File: src/rtl/serial_adder.sv
// Bit-serial LSB-first adder: one full-adder cell plus a carry flop, start/busy/done handshake.
// Optional SERIAL_ADDER_OVF_EN adds a registered two's-complement overflow output (ovf).
module serial_adder #(
  parameter int WIDTH = 8
) (
  input  logic             clk,
  input  logic             rst,
  input  logic             start,
  input  logic [WIDTH-1:0] a,
  input  logic [WIDTH-1:0] b,
  input  logic             cin,
  output logic             busy,
  output logic             done,
  output logic [WIDTH-1:0] sum,
  output logic             cout
`ifdef SERIAL_ADDER_OVF_EN
  ,
  output logic             ovf
`endif
);

  // state   | meaning
  // S_IDLE  | waiting for start
  // S_SHIFT | one full-adder step per clock, LSB first
  // S_DONE  | result pulse cycle; a new start is accepted here as in S_IDLE
  typedef enum logic [1:0] {S_IDLE, S_SHIFT, S_DONE} state_t;

  localparam int CW = $clog2(WIDTH);
  localparam logic [CW-1:0] LAST = CW'(WIDTH - 1);

  state_t           state;
  logic [WIDTH-1:0] a_sr;
  logic [WIDTH-1:0] b_sr;
  logic [WIDTH-1:0] sum_sr;
  logic [CW-1:0]    cnt;
  logic             carry;
  logic             s_bit;
  logic             c_next;
  logic [WIDTH-1:0] sum_next;

  assign s_bit    = a_sr[0] ^ b_sr[0] ^ carry;
  assign c_next   = (a_sr[0] & b_sr[0]) | (carry & (a_sr[0] ^ b_sr[0]));
  assign sum_next = {s_bit, sum_sr[WIDTH-1:1]};

  always_ff @(posedge clk) begin
    if (rst) begin
      state  <= S_IDLE;
      a_sr   <= '0;
      b_sr   <= '0;
      sum_sr <= '0;
      cnt    <= '0;
      carry  <= 1'b0;
      busy   <= 1'b0;
      done   <= 1'b0;
      sum    <= '0;
      cout   <= 1'b0;
`ifdef SERIAL_ADDER_OVF_EN
      ovf    <= 1'b0;
`endif
    end else begin
      done <= 1'b0;
      case (state)
        S_IDLE, S_DONE: begin
          if (start) begin
            a_sr  <= a;
            b_sr  <= b;
            carry <= cin;
            cnt   <= '0;
            busy  <= 1'b1;
            state <= S_SHIFT;
          end else begin
            state <= S_IDLE;
          end
        end
        S_SHIFT: begin
          a_sr   <= a_sr >> 1;
          b_sr   <= b_sr >> 1;
          carry  <= c_next;
          sum_sr <= sum_next;
          cnt    <= cnt + CW'(1);
          // Outputs are loaded only here, so sum/cout never show a partial result
          if (cnt == LAST) begin
            sum   <= sum_next;
            cout  <= c_next;
`ifdef SERIAL_ADDER_OVF_EN
            ovf   <= carry ^ c_next;
`endif
            busy  <= 1'b0;
            done  <= 1'b1;
            state <= S_DONE;
          end
        end
        default: state <= S_IDLE;
      endcase
    end
  end

endmodule
File: config.mk
export PLATFORM = sky130hd
export DESIGN_NAME = serial_adder
export DESIGN_NICKNAME = d
export VERILOG_FILES = /design/src/rtl/serial_adder.sv
export SDC_FILE = /design/constraint.sdc
export NUM_CORES = 1
export LEC_CHECK = 0
export BUFFER_PORTS_ARGS = -buffer_cell sky130_fd_sc_hd__buf_2
export CORE_ASPECT_RATIO = 1.25
export CORE_MARGIN = 2
export CORE_UTILIZATION = 25
export CTS_CLUSTER_SIZE = 10
export DETAILED_ROUTE_END_ITERATION = 6
export SYNTH_ARGS = -nofsm -noshare
export SYNTH_HDL_FRONTEND = slang
export SYNTH_SLANG_ARGS = --single-unit
File: constraint.sdc
create_clock -name clk -period 4.3 [get_ports clk]
set_clock_uncertainty 0.2 [all_clocks]
set_input_delay 0.215 -clock clk [delete_from_list [all_inputs] [get_ports clk]]
set_output_delay 0.215 -clock clk [all_outputs]
set_load 0.02 [all_outputs]
== Word-level counts from Yosys, hierarchy flattened ==
Index checks and enable logic that the tools add are counted.
Storage, ports and cells
  flip-flop bits (word level): 41
  bits of input ports: 20
  output and inout bits: 11
  word-level logic and storage cells: 44
Cells by class
  add/subtract/negate cells: 1
  equality and inequality tests: 5
  multiplexer cells: 15
  bitwise gates (word level): 6
  reduce and logical (&&, ||, !) cells: 7
Operator list (number)
  $pmux W8 S2: 2
  $mux W8: 2
  $pmux W3 S2: 1
  $mux W1: 5
  $ne A2 B2 Y1 const B: 2
  $pmux W1 S2: 2
  $pmux W2 S2: 1
  $reduce_and A2 Y1: 2
  $reduce_or A2 Y1: 2
  $add A3 B1 Y3 const B: 1
  $eq A3 B3 Y1 const B: 1
  $mux W3: 1
  $reduce_and A3 Y1: 1
  $and A1 B1 Y1: 2
  $eq A2 B1 Y1 const B: 1
  $eq A2 B2 Y1 const B: 1
  $logic_not A2 Y1: 1
  $mux W2: 1
  $reduce_bool A2 Y1: 1
  $xor A1 B1 Y1: 2
  $not A1 Y1: 1
  $or A1 B1 Y1: 1

== Longest topological paths before layout ==
  word-level depth: 4
  depth in mapped cells: 6
  depth with buffers taken out: 5

== Least setup slack after synthesis ==
No wires, ideal clock.
  path type: flip-flop to flip-flop
  from: reg cnt[0]
  to: reg sum[0]
  setup time: 0.071 ns
  arrival time: 1.137 ns
  data required time: 4.029 ns
  slack: 2.893 ns
  stages on the path, launching flop included: 7
  buffers on the path: 1
  clock period less this slack: 1.407 ns
  cells stage by stage: dfxtp_1 ha_1 ha_1 nand3b_1 buf_2 nand2_1 a21oi_1
Between the ends
  longest elaborated chain between the ends: 2
Ends and longest elaborated chain
  start, declared: RTL line 35  | logic [CW-1:0] cnt;
  start signal, assigned: RTL line 80  | cnt <= cnt + CW'(1);
  $eq A3 B3 Y1: RTL line 82  | if (cnt == LAST) begin
  $reduce_and A2 Y1 (no source line)
  end signal, assigned: RTL line 83  | sum <= sum_next;
  end, declared: RTL line 14  | output logic [WIDTH-1:0] sum,
No other way between the ends.
A chain may end at the register's enable or synchronous reset.

== Worst setup path in the final report ==
  from: reg cnt[0]
  to: reg busy
Between the ends
  longest elaborated chain between the ends: 3
Ends and longest elaborated chain
  $eq A3 B3 Y1: RTL line 82
  $ne A2 B2 Y1 (no source line)
  $reduce_and A3 Y1 (no source line)
  end signal, assigned: RTL line 53  | busy <= 1'b0;
  end signal, assigned: RTL line 69  | busy <= 1'b1;
  end signal, assigned: RTL line 88  | busy <= 1'b0;
  end, declared: RTL line 12  | output logic busy,
No other way between the ends.

==> results.cfg <==
[timing]
rsz0062_at_grt = false
worst_hold_slack_ns = 0.00429
finalCritPeriodShare_pct = 45.0
slew_viol_final = 0
slew_headroom_pct = 50.8
hold_violations = 0
fmax_mhz = 517
tns_ns = 0
final.min_clock_period_ns = 1.93
finalSetupViolCount = 0
timing.final.ws_setup_ns = 2.37
max_slew.worst_pin.slew_ns = 0.735

[pwr]
p_switching_uw = 179
swShare_pct = 24.3
p_leak_nw = 0.774
power_uw = 734
pwr-share-comb_pct = 11.2
p_int_uw = 555
power_frac_seq_pct = 54.6
clkPwrFrac_pct = 34.2
vdd_drop_max_uv = 213
p_per_area_nw_per_um2 = 371

[critical_path]
crit_cells = 5
crit_slowest_cell = nand3b_1
crit_buf_inv = 0
worstPathCellList = ha_1, ha_1, nand3b_1, a21oi_1, nor2_1
critPathKind = reg2reg
cp_common_cell = ha_1
cp.required_ns = 4.25
cp-end-kind = flop
cp-start-kind = flop
slowest_delay_ns = 0.41
critPathMaxFanout = 12
ff2ff_path_depth = 5
path_delay_family = adder cells
critPathArrivalTime_ns = 1.88

[clock_network]
numCtsBuffers = 5
post_cts_buffers = 0
htreeDepth = 2
clock_latency_ns = 0.28
tritoncts = built
cts-resized-gates = 0
cts_buffer_depth = 2
clock_sinks = 40
path_clk_slew_ns = 0.07
ctsRootBufferMaster = clkbuf_8

[placement]
port-buffer-count = 30
placedCellCount = 293
place.gp.congestion = 0.717
place_area_um2 = 1760
dp_hpwl_um = 2070
pre_cts_ws_ns = 2.35

[global_route]
use_met2_pct = 16.5
grt.overflow.total = 0
grt_pass1_wl_um = 5930
grt_use_met1_pct = 12.6
antenna_found_initial = 0
grt_max_degree = 44
met3_usage_pct = 3.56
grt_busiest_layer = met2
grtUsageTotal_pct = 10.2
grt_pass1_vias = 1341

[synth]
netlist_instances = 194
ys_warn_count = 0
synth_nets = 217
netlist_area_um2 = 1620
syn_avg_cell_area_um2 = 8.35
ys_ff_latch = 40
ys_seq_area_share_pct = 49.5
yosysUniqueCellTypes = 19

[finish]
fin_cells = 314
fill_cells = 681
drive_gt1_share_pct = 17.5
area_growth_pct = 22.3
fin_nets = 251
n_antenna_cell = 0
final_common_cell = nand2_1
final_cell_mix = nand2_1, dfxtp_1, buf_2
fin_util_pct = 31.9
fin_area_um2 = 1980

[run_status]
status = complete, no violations

[min_path]
hold_depth = 3
worstHoldPathType = in2reg

[run]
drv_cap = 0

[detailed_routing]
avgRoutedWirePerCell_um = 10.6
antenna_left = 0
drt_wl_total_um = 3330
drt_iter0_drc = 95
route.detailed.drc = 0
vias_per_cell = 4.37
vias = 1373
drt_first_pass_iters = 5

[die]
start_util_pct = 26.1
core_um2 = 6210
fp.dieArea_um2 = 7140
ioPinCount = 31
fp.dieH_um = 94.0
num_rows = 32
die_w_um = 76.0
[logic make-up (layout without fill, tap and decap cells)]
| kind of cell | after synthesis | count (layout) | synth area share (%) |
|---|---|---|---|
| buffers and inverters | 17 | 52 | 7.57 |
| AO/OA/AOI/OAI | 38 | 38 | 15.4 |
| adder cells (fa/ha/maj) | 3 | 3 | 2.78 |
| AND/OR/NAND/NOR | 96 | 96 | 24.8 |
| flip-flops | 40 | 40 | 49.5 |
[worst reg2reg max path, cell delays in order (launching register included)]
cell and delay (ns):
dfxtp_1 0.35, ha_1 0.15, ha_1 0.38, nand3b_1 0.41, a21oi_1 0.26, nor2_1 0.05
[routing by layer]
layer	share of wire [%]	vias to the layer above	wire (um)
met3	5.6	5	185
met5	0	-	0
li1	-	718	-
met2	44	30	1450
met1	50	620	1650
met4	1.3	0	42
[power groups by stage]
stage | clock network, mW | logic (mW) | registers, mW
2_1_floorplan | 0 | 0.0648 | 0.407
3_3_place_gp | 0 | 0.0743 | 0.409
3_5_place_dp | 0 | 0.0741 | 0.409
4_1_cts | 0.259 | 0.0832 | 0.401
5_1_grt | 0.274 | 0.0949 | 0.403
6_report | 0.251 | 0.0825 | 0.401
[area by class of cell]
| type | instances | area [um^2] | share of cell area (%) |
|---|---|---|---|
| multi-input combinational | 137 | 696 | 35.1 |
| timing repair buffer | 44 | 288 | 14.5 |
| tap | 85 | 106 | 5.37 |
| sequential | 40 | 801 | 40.4 |
| clock buffer | 8 | 90.1 | 4.55 |
[sequential cells by signal (all words and copies together), names as in the netlist]
name	cells
b_sr	8
busy	1
a_sr	8
carry	1
cnt	3
cout	1
sum_sr	7
sum	8
state	2
done	1
[cell usage after synthesis (all sizes together)]
| library cell | number | share of area, % |
|---|---|---|
| nand2 | 57 | 13 |
| dfxtp | 40 | 49 |
| a21oi | 22 | 6.8 |
| nor2 | 19 | 4.4 |
| a311oi | 15 | 8.1 |
| nand3 | 14 | 4.3 |
| buf | 12 | 6.4 |
| clkbuf | 5 | 1.2 |
| ha | 2 | 1.5 |
| nand2b | 2 | 0.77 |
| and2b | 1 | 0.54 |
| fa | 1 | 1.2 |
| nand3b | 1 | 0.46 |
| nor2b | 1 | 0.54 |
| o21a | 1 | 0.46 |
| or2b | 1 | 0.54 |
[worst paths after layout]
path	startpoint	to	slack (ns)
worst max-delay path	cnt[0]	busy	2.37
worst min-delay path	cin	carry	0.004
worst max register to register	cnt[0]	busy	2.37
worst min register to register	sum[4]	sum[4]	0.25
[timing repair]
action | CTS | global route
hold endpoints to repair | 13 | 0
hold buffers | 13 | 0
endpoints found under the setup margin | 0 | 0
No activity file was read; power rests on OpenSTA's default activity.
